### config.mk
export PLATFORM = sky130hd
export DESIGN_NAME = dcache_core_tag_walker
export DESIGN_NICKNAME = d
export VERILOG_FILES = /design/src/rtl/dcache_pkg.sv /design/src/rtl/dcache_core_tag_walker.sv
export SDC_FILE = /design/constraint.sdc
export NUM_CORES = 1
export LEC_CHECK = 0
export ABC_AREA = 1
export BUFFER_PORTS_ARGS = -buffer_cell sky130_fd_sc_hd__buf_4
export CAP_MARGIN = 15
export CORE_AREA = 2 2 79 81
export CTS_BUF_LIST = sky130_fd_sc_hd__clkbuf_4 sky130_fd_sc_hd__clkbuf_8
export DETAILED_ROUTE_END_ITERATION = 6
export DIE_AREA = 0 0 81 83
export PLACE_DENSITY = 0.82
export SLEW_MARGIN = 25
export SYNTH_ARGS = -nofsm -noshare
export SYNTH_HDL_FRONTEND = slang
export SYNTH_SLANG_ARGS = --single-unit
### constraint.sdc
create_clock -name clk -period 2.3 [get_ports clk]
set_clock_uncertainty 0.15 [all_clocks]
set_input_delay 0 -clock clk [delete_from_list [all_inputs] [get_ports clk]]
set_output_delay 0 -clock clk [all_outputs]
set_load 0.02 [all_outputs]
### src/rtl/dcache_pkg.sv
// rtl/dcache_pkg.sv - shared widths, tag field positions and tag-walker state encoding
package dcache_pkg;

    localparam int IDX_W         = 8;
    localparam int TAG_W         = 19;
    localparam int OFS_W         = 5;
    localparam int TAG_RAM_W     = TAG_W + 2;

    localparam int TAG_VALID_BIT = 20;
    localparam int TAG_DIRTY_BIT = 19;
    localparam int TAG_ADDR_MSB  = 18;

    localparam logic [2:0] ST_RST_WALK = 3'd0;
    localparam logic [2:0] ST_IDLE     = 3'd1;
    localparam logic [2:0] ST_INV_WALK = 3'd2;
    localparam logic [2:0] ST_RD       = 3'd3;
    localparam logic [2:0] ST_CHK      = 3'd4;
    localparam logic [2:0] ST_EVICT    = 3'd5;
    localparam logic [2:0] ST_WR       = 3'd6;
    localparam logic [2:0] ST_DONE     = 3'd7;

    typedef enum logic [2:0] {
        S_RST_WALK = ST_RST_WALK,
        S_IDLE     = ST_IDLE,
        S_INV_WALK = ST_INV_WALK,
        S_RD       = ST_RD,
        S_CHK      = ST_CHK,
        S_EVICT    = ST_EVICT,
        S_WR       = ST_WR,
        S_DONE     = ST_DONE
    } walk_state_e;

    // Byte address of the first byte of a cache line.
    function automatic logic [31:0] line_addr(input logic [TAG_W-1:0] tag,
                                              input logic [IDX_W-1:0] idx);
        return {tag, idx, {OFS_W{1'b0}}};
    endfunction

endpackage

### src/rtl/dcache_core_tag_walker.sv
// rtl/dcache_core_tag_walker.sv - dcache tag RAM maintenance sequencer; DCACHE_FLUSH_STATS_EN adds evict_cnt_o
module dcache_core_tag_walker
    import dcache_pkg::*;
(
    input  logic                 clk,
    input  logic                 rst,
    input  logic                 flush_i,
    input  logic                 invalidate_i,
    input  logic                 inv_line_i,
    input  logic [31:0]          inv_addr_i,
    output logic                 busy_o,
    output logic                 done_o,
    output logic [IDX_W-1:0]     tag_rd_addr_o,
    input  logic [TAG_RAM_W-1:0] tag_rd_data_i,
    output logic                 tag_wr_o,
    output logic [IDX_W-1:0]     tag_wr_addr_o,
    output logic [TAG_RAM_W-1:0] tag_wr_data_o,
    output logic                 evict_valid_o,
    output logic [31:0]          evict_addr_o,
    input  logic                 evict_accept_i
`ifdef DCACHE_FLUSH_STATS_EN
    ,
    output logic [8:0]           evict_cnt_o
`endif
);

    localparam logic [IDX_W-1:0] IDX_LAST = '1;

    walk_state_e      state, state_d;
    logic [IDX_W-1:0] idx, idx_d;
    logic             line_mode, line_mode_d;
    logic [TAG_W-1:0] inv_tag, inv_tag_d;
    logic [TAG_W-1:0] evict_tag, evict_tag_d;

    logic             rd_valid;
    logic             rd_dirty;
    logic [TAG_W-1:0] rd_tag;
    logic             unused_ofs;

    assign rd_valid   = tag_rd_data_i[TAG_VALID_BIT];
    assign rd_dirty   = tag_rd_data_i[TAG_DIRTY_BIT];
    assign rd_tag     = tag_rd_data_i[TAG_ADDR_MSB:0];
    assign unused_ofs = ^inv_addr_i[OFS_W-1:0];

    always_ff @(posedge clk) begin
        if (rst) begin
            state     <= S_RST_WALK;
            idx       <= '0;
            line_mode <= 1'b0;
            inv_tag   <= '0;
            evict_tag <= '0;
        end else begin
            state     <= state_d;
            idx       <= idx_d;
            line_mode <= line_mode_d;
            inv_tag   <= inv_tag_d;
            evict_tag <= evict_tag_d;
        end
    end

    always_comb begin
        state_d     = state;
        idx_d       = idx;
        line_mode_d = line_mode;
        inv_tag_d   = inv_tag;
        evict_tag_d = evict_tag;
        case (state)
            S_RST_WALK, S_INV_WALK: begin
                idx_d = idx + IDX_W'(1);
                if (idx == IDX_LAST) begin
                    state_d = S_DONE;
                end
            end
            S_IDLE: begin
                if (flush_i) begin
                    line_mode_d = 1'b0;
                    idx_d       = '0;
                    state_d     = S_RD;
                end else if (invalidate_i) begin
                    idx_d   = '0;
                    state_d = S_INV_WALK;
                end else if (inv_line_i) begin
                    line_mode_d = 1'b1;
                    idx_d       = inv_addr_i[OFS_W+IDX_W-1:OFS_W];
                    inv_tag_d   = inv_addr_i[31:32-TAG_W];
                    state_d     = S_RD;
                end
            end
            S_RD: begin
                state_d = S_CHK;
            end
            S_CHK: begin
                // Single-line invalidate drops dirty data on purpose: no writeback.
                if (line_mode) begin
                    state_d = (rd_valid && rd_tag == inv_tag) ? S_WR : S_DONE;
                end else if (rd_valid && rd_dirty) begin
                    evict_tag_d = rd_tag;
                    state_d     = S_EVICT;
                end else begin
                    state_d = S_WR;
                end
            end
            S_EVICT: begin
                if (evict_accept_i) begin
                    state_d = S_WR;
                end
            end
            S_WR: begin
                if (line_mode) begin
                    state_d = S_DONE;
                end else begin
                    idx_d   = idx + IDX_W'(1);
                    state_d = (idx == IDX_LAST) ? S_DONE : S_RD;
                end
            end
            S_DONE: begin
                state_d = S_IDLE;
            end
            default: begin
                state_d = S_RST_WALK;
                idx_d   = '0;
            end
        endcase
    end

    assign busy_o        = (state != S_IDLE);
    assign done_o        = (state == S_DONE);
    assign tag_rd_addr_o = idx;
    assign tag_wr_addr_o = idx;
    assign tag_wr_data_o = '0;
    assign tag_wr_o      = (state == S_RST_WALK) || (state == S_INV_WALK) || (state == S_WR);
    assign evict_valid_o = (state == S_EVICT);
    assign evict_addr_o  = line_addr(evict_tag, idx);

`ifdef DCACHE_FLUSH_STATS_EN
    logic [8:0] evict_cnt;

    always_ff @(posedge clk) begin
        if (rst) begin
            evict_cnt <= '0;
        end else if (state == S_IDLE && flush_i) begin
            evict_cnt <= '0;
        end else if (state == S_EVICT && evict_accept_i && evict_cnt != 9'd256) begin
            evict_cnt <= evict_cnt + 9'd1;
        end
    end

    assign evict_cnt_o = evict_cnt;
`endif

endmodule

==> out/qor.csv <==
stage;metric;value;unit
power_and_ir_drop;proportion of power drawn by the clock network;0.185;
floorplan;Starting Density;0.474;
finish;Layout Cells excl Fill;613;
finish;final core occ;0.678;
route;DRT iter0 DRCs;111;
critical_path;Top delay family on crit path;buffers and inverters;
sta;hold_ws;0.0158;ns
route;DRC Markers;0;
sta;f_max;463;MHz
grt;global route overflow;0;
floorplan;IO Pins;132;
logic_synthesis;cell with the most instances after synthesis;nand2_1;
sta;Final period util;0.939;
clock_network;Clock Path Buffers;2;
power_and_ir_drop;Seq pwr share;0.386;
grt;largest net degree at the start of global routing;47;
grt;first-pass GRT wire length;11100;um
route;ANT nets after route;0;
clock_network;clk_lat worst skew;0.30;ns
sta;final hold violation count;0;
floorplan;CORE AREA;5820;um2
logic_synthesis;sequential share of the synthesized area;0.363;
sta;setup_tns;0;ns
finish;final instance area;3940;um2
floorplan;num rows;28;
place;gpl congestion;0.804;
critical_path;Crit. End Element;register;
finish;Area Overhead vs Synth;43.0;%
critical_path;crit path from;state[2]$_SDFFE_PP0P_;
logic_synthesis;Yosys reg bits;50;
logic_synthesis;Yosys warnings;0;
clock_network;root buffer cell;clkbuf_8;
worst_hold_path;Hold Startpoint;inv_line_i;
power_and_ir_drop;Peak VDD IR;458;uV
logic_synthesis;synthesized instance count;405;
power_and_ir_drop;Sw Ratio;0.392;
sta;unrepaired setup endpoints after global routing;no;
power_and_ir_drop;Lkg Pwr;1.93;nW
logic_synthesis;Post-synth ARST share;0;
place;placed cells;553;
grt;Total Routing Usage GR;0.203;
route;Routed WL;7100;um
sta;Tmin final;2.16;ns
route;Via density;4.74;
sta;Worst slew margin;0.661;
logic_synthesis;Avg Inst Size Synth;6.81;um2
logic_synthesis;most common library cells after synthesis;81 x nand2_1, 53 x a21oi_1, 50 x dfxtp_1, 50 x inv_1, 49 x o21ai_0;
critical_path;Slowest-stage cell, CP;dlygate4sd3_1;
floorplan;die height;83;um
critical_path;startpoint types;register;
logic_synthesis;Post-synth EDFFs;0;
critical_path;worst r2r src;state[2]$_SDFFE_PP0P_;
finish;share of cells above drive strength 1;0.232;
critical_path;Crit Path Max Fanout;9;
place;HPWL Detailed;4660;um
sta;Slew Viols, Final;0;
route;via count;2907;
critical_path;slowest cell delay on critical path;0.55;ns
critical_path;Critical Path RT;2.34;ns
floorplan;DIE AREA;6720;um2
run;total of max-cap violations;0;
outcome;result of the run;finished, final reports clean;
sta;count of final setup violators;0;
logic_synthesis;Syn Std Cell Area;2760;um2
clock_network;Clock transition at path regs;0.09;ns
route;post-DR wirelength/cell;11.6;um
place;I/O Buffers;100;
critical_path;CP dominant cell by count;inv_4;
power_and_ir_drop;PwrDens;730;nW/um2
clock_network;H-tree Lvls;2;
floorplan;Die Wd;81;um
logic_synthesis;Yosys top cell area share;0.363;
critical_path;WP buf/inv;4;
logic_synthesis;ys flop type;dfxtp_1;
power_and_ir_drop;NetSw;1.13;mW
logic_synthesis;Synth cell types;31;
critical_path;critical-path cell list;inv_2, nand3_4, nor2_8, inv_4, o21ai_4, inv_4, o21ai_2, a21oi_1, dlygate4sd3_1;
sta;worst slew pin tran;0.508;ns
worst_hold_path;class of the worst hold path;in2reg;
place;Post-Place Cell Area;3330;um2
logic_synthesis;cell accounting for the most synthesized area;dfxtp_1;
route;first-pass detailed-route iteration total;5;
clock_network;cts bufs inserted;5;
finish;antenna cell count;0;
power_and_ir_drop;Comb power frac;0.429;
grt;vias in the first global route;2607;
grt;antenna violations before repair;0;
finish;Nets;597;
critical_path;Arr. time, crit path;2.20;ns
power_and_ir_drop;Cell Int Power;1.75;mW
clock_network;CTS tree;built;
logic_synthesis;Area contributors post-synth;dfxtp_1 36%, buf_4 12%, nand2_1 11%, a21oi_1 9.6%, o21ai_0 8.9%;
critical_path;critical path class;reg2reg;
clock_network;CTS sink cnt;50;
[logic make-up (layout without fill, tap and decap cells)]
group	after synthesis	after routing	share of synthesized area
xor+xnor	1	1	0.00318
compound gates	113	113	0.214
other cells	1	26	0.00136
fa+ha+maj	1	1	0.00454
buf+inv	108	216	0.212
flops	50	50	0.363
simple gates	131	131	0.202
[flip-flops by register name, summed over array words and instances (netlist names)]
| register | flops |
|---|---|
| evict_tag | 19 |
| state | 3 |
| inv_tag | 19 |
| line_mode | 1 |
| tag_rd_addr_o | 8 |
[final cells by class]
type	count	area, um2
multi-input cells	272	1270
flip-flops and latches	50	1000
fillers	495	1870
well taps	75	93.8
clock inverters	2	12.5
inverters	55	211
repair buffers	153	1270
clock buffers	6	82.6
[layer usage]
layer	part of all wire	up-vias	wire length, um	global-route usage
met5	0	-	0	0
met4	0.021	0	148	0.0663
met3	0.063	18	451	0.0315
met2	0.52	132	3670	0.379
met1	0.40	1272	2830	0.227
li1	-	1485	-	-
[worst paths after layout]
kind	depth (start not counted)	slack (ns)	endpoint
setup / recovery	9	0.14	tag_rd_addr_o[2]$_SDFFE_PP0P_
hold / removal	4	0.02	tag_rd_addr_o[1]$_SDFFE_PP0P_
setup reg to reg	9	0.14	tag_rd_addr_o[2]$_SDFFE_PP0P_
hold reg to reg	2	0.32	inv_tag[16]$_SDFFE_PP0P_
[worst reg2reg max path: cells and delay by family, from the launching register on]
kind	cells	cell delay [ns]
AOI/OAI and AO/OA	3	0.41
buffers and inverters	4	0.81
and+or+nand+nor	2	0.34
DFF	1	0.35
[power by group through the flow]
stage / logic [mW] / registers, mW / clock network, mW
after floorplan: 0.757 / 1.20 / 0
after global placement: 1.12 / 1.12 / 0
after detailed placement: 1.14 / 1.13 / 0
after CTS: 1.22 / 1.11 / 0.558
after global routing: 1.35 / 1.13 / 0.585
final: 1.23 / 1.11 / 0.533
[layout by cell type, fill, tap and decap left out, types with 5 or more instances in the layout]
cell type / count
buf_4: 103
nand2_1: 81
a21oi_1: 53
inv_1: 50
dlygate4sd3_1: 50
o21ai_0: 49
dfxtp_1: 49
nor2_1: 32
conb_1: 26
nand3_1: 8
clkbuf_8: 6
o21ai_1: 5
[per-stage QoR]
| stage | setup WS [ns] | power (mW) |
|---|---|---|
| final | 0.141 | 2.88 |
| after global routing | 0.0191 | 3.06 |
| after global placement | 0.489 | 2.23 |
| after detailed placement | 0.453 | 2.26 |
| after CTS | 0.0282 | 2.88 |
| after floorplan | 0.518 | 1.95 |
[timing repair]
item                       in CTS  in global routing
setup endpoints to repair       0                  1
resized for setup               0                  1
hold buffers                   50                  0
setup buffers                   0                  2
hold endpoints to repair       49                  0
No activity file was read; power rests on OpenSTA's default activity.
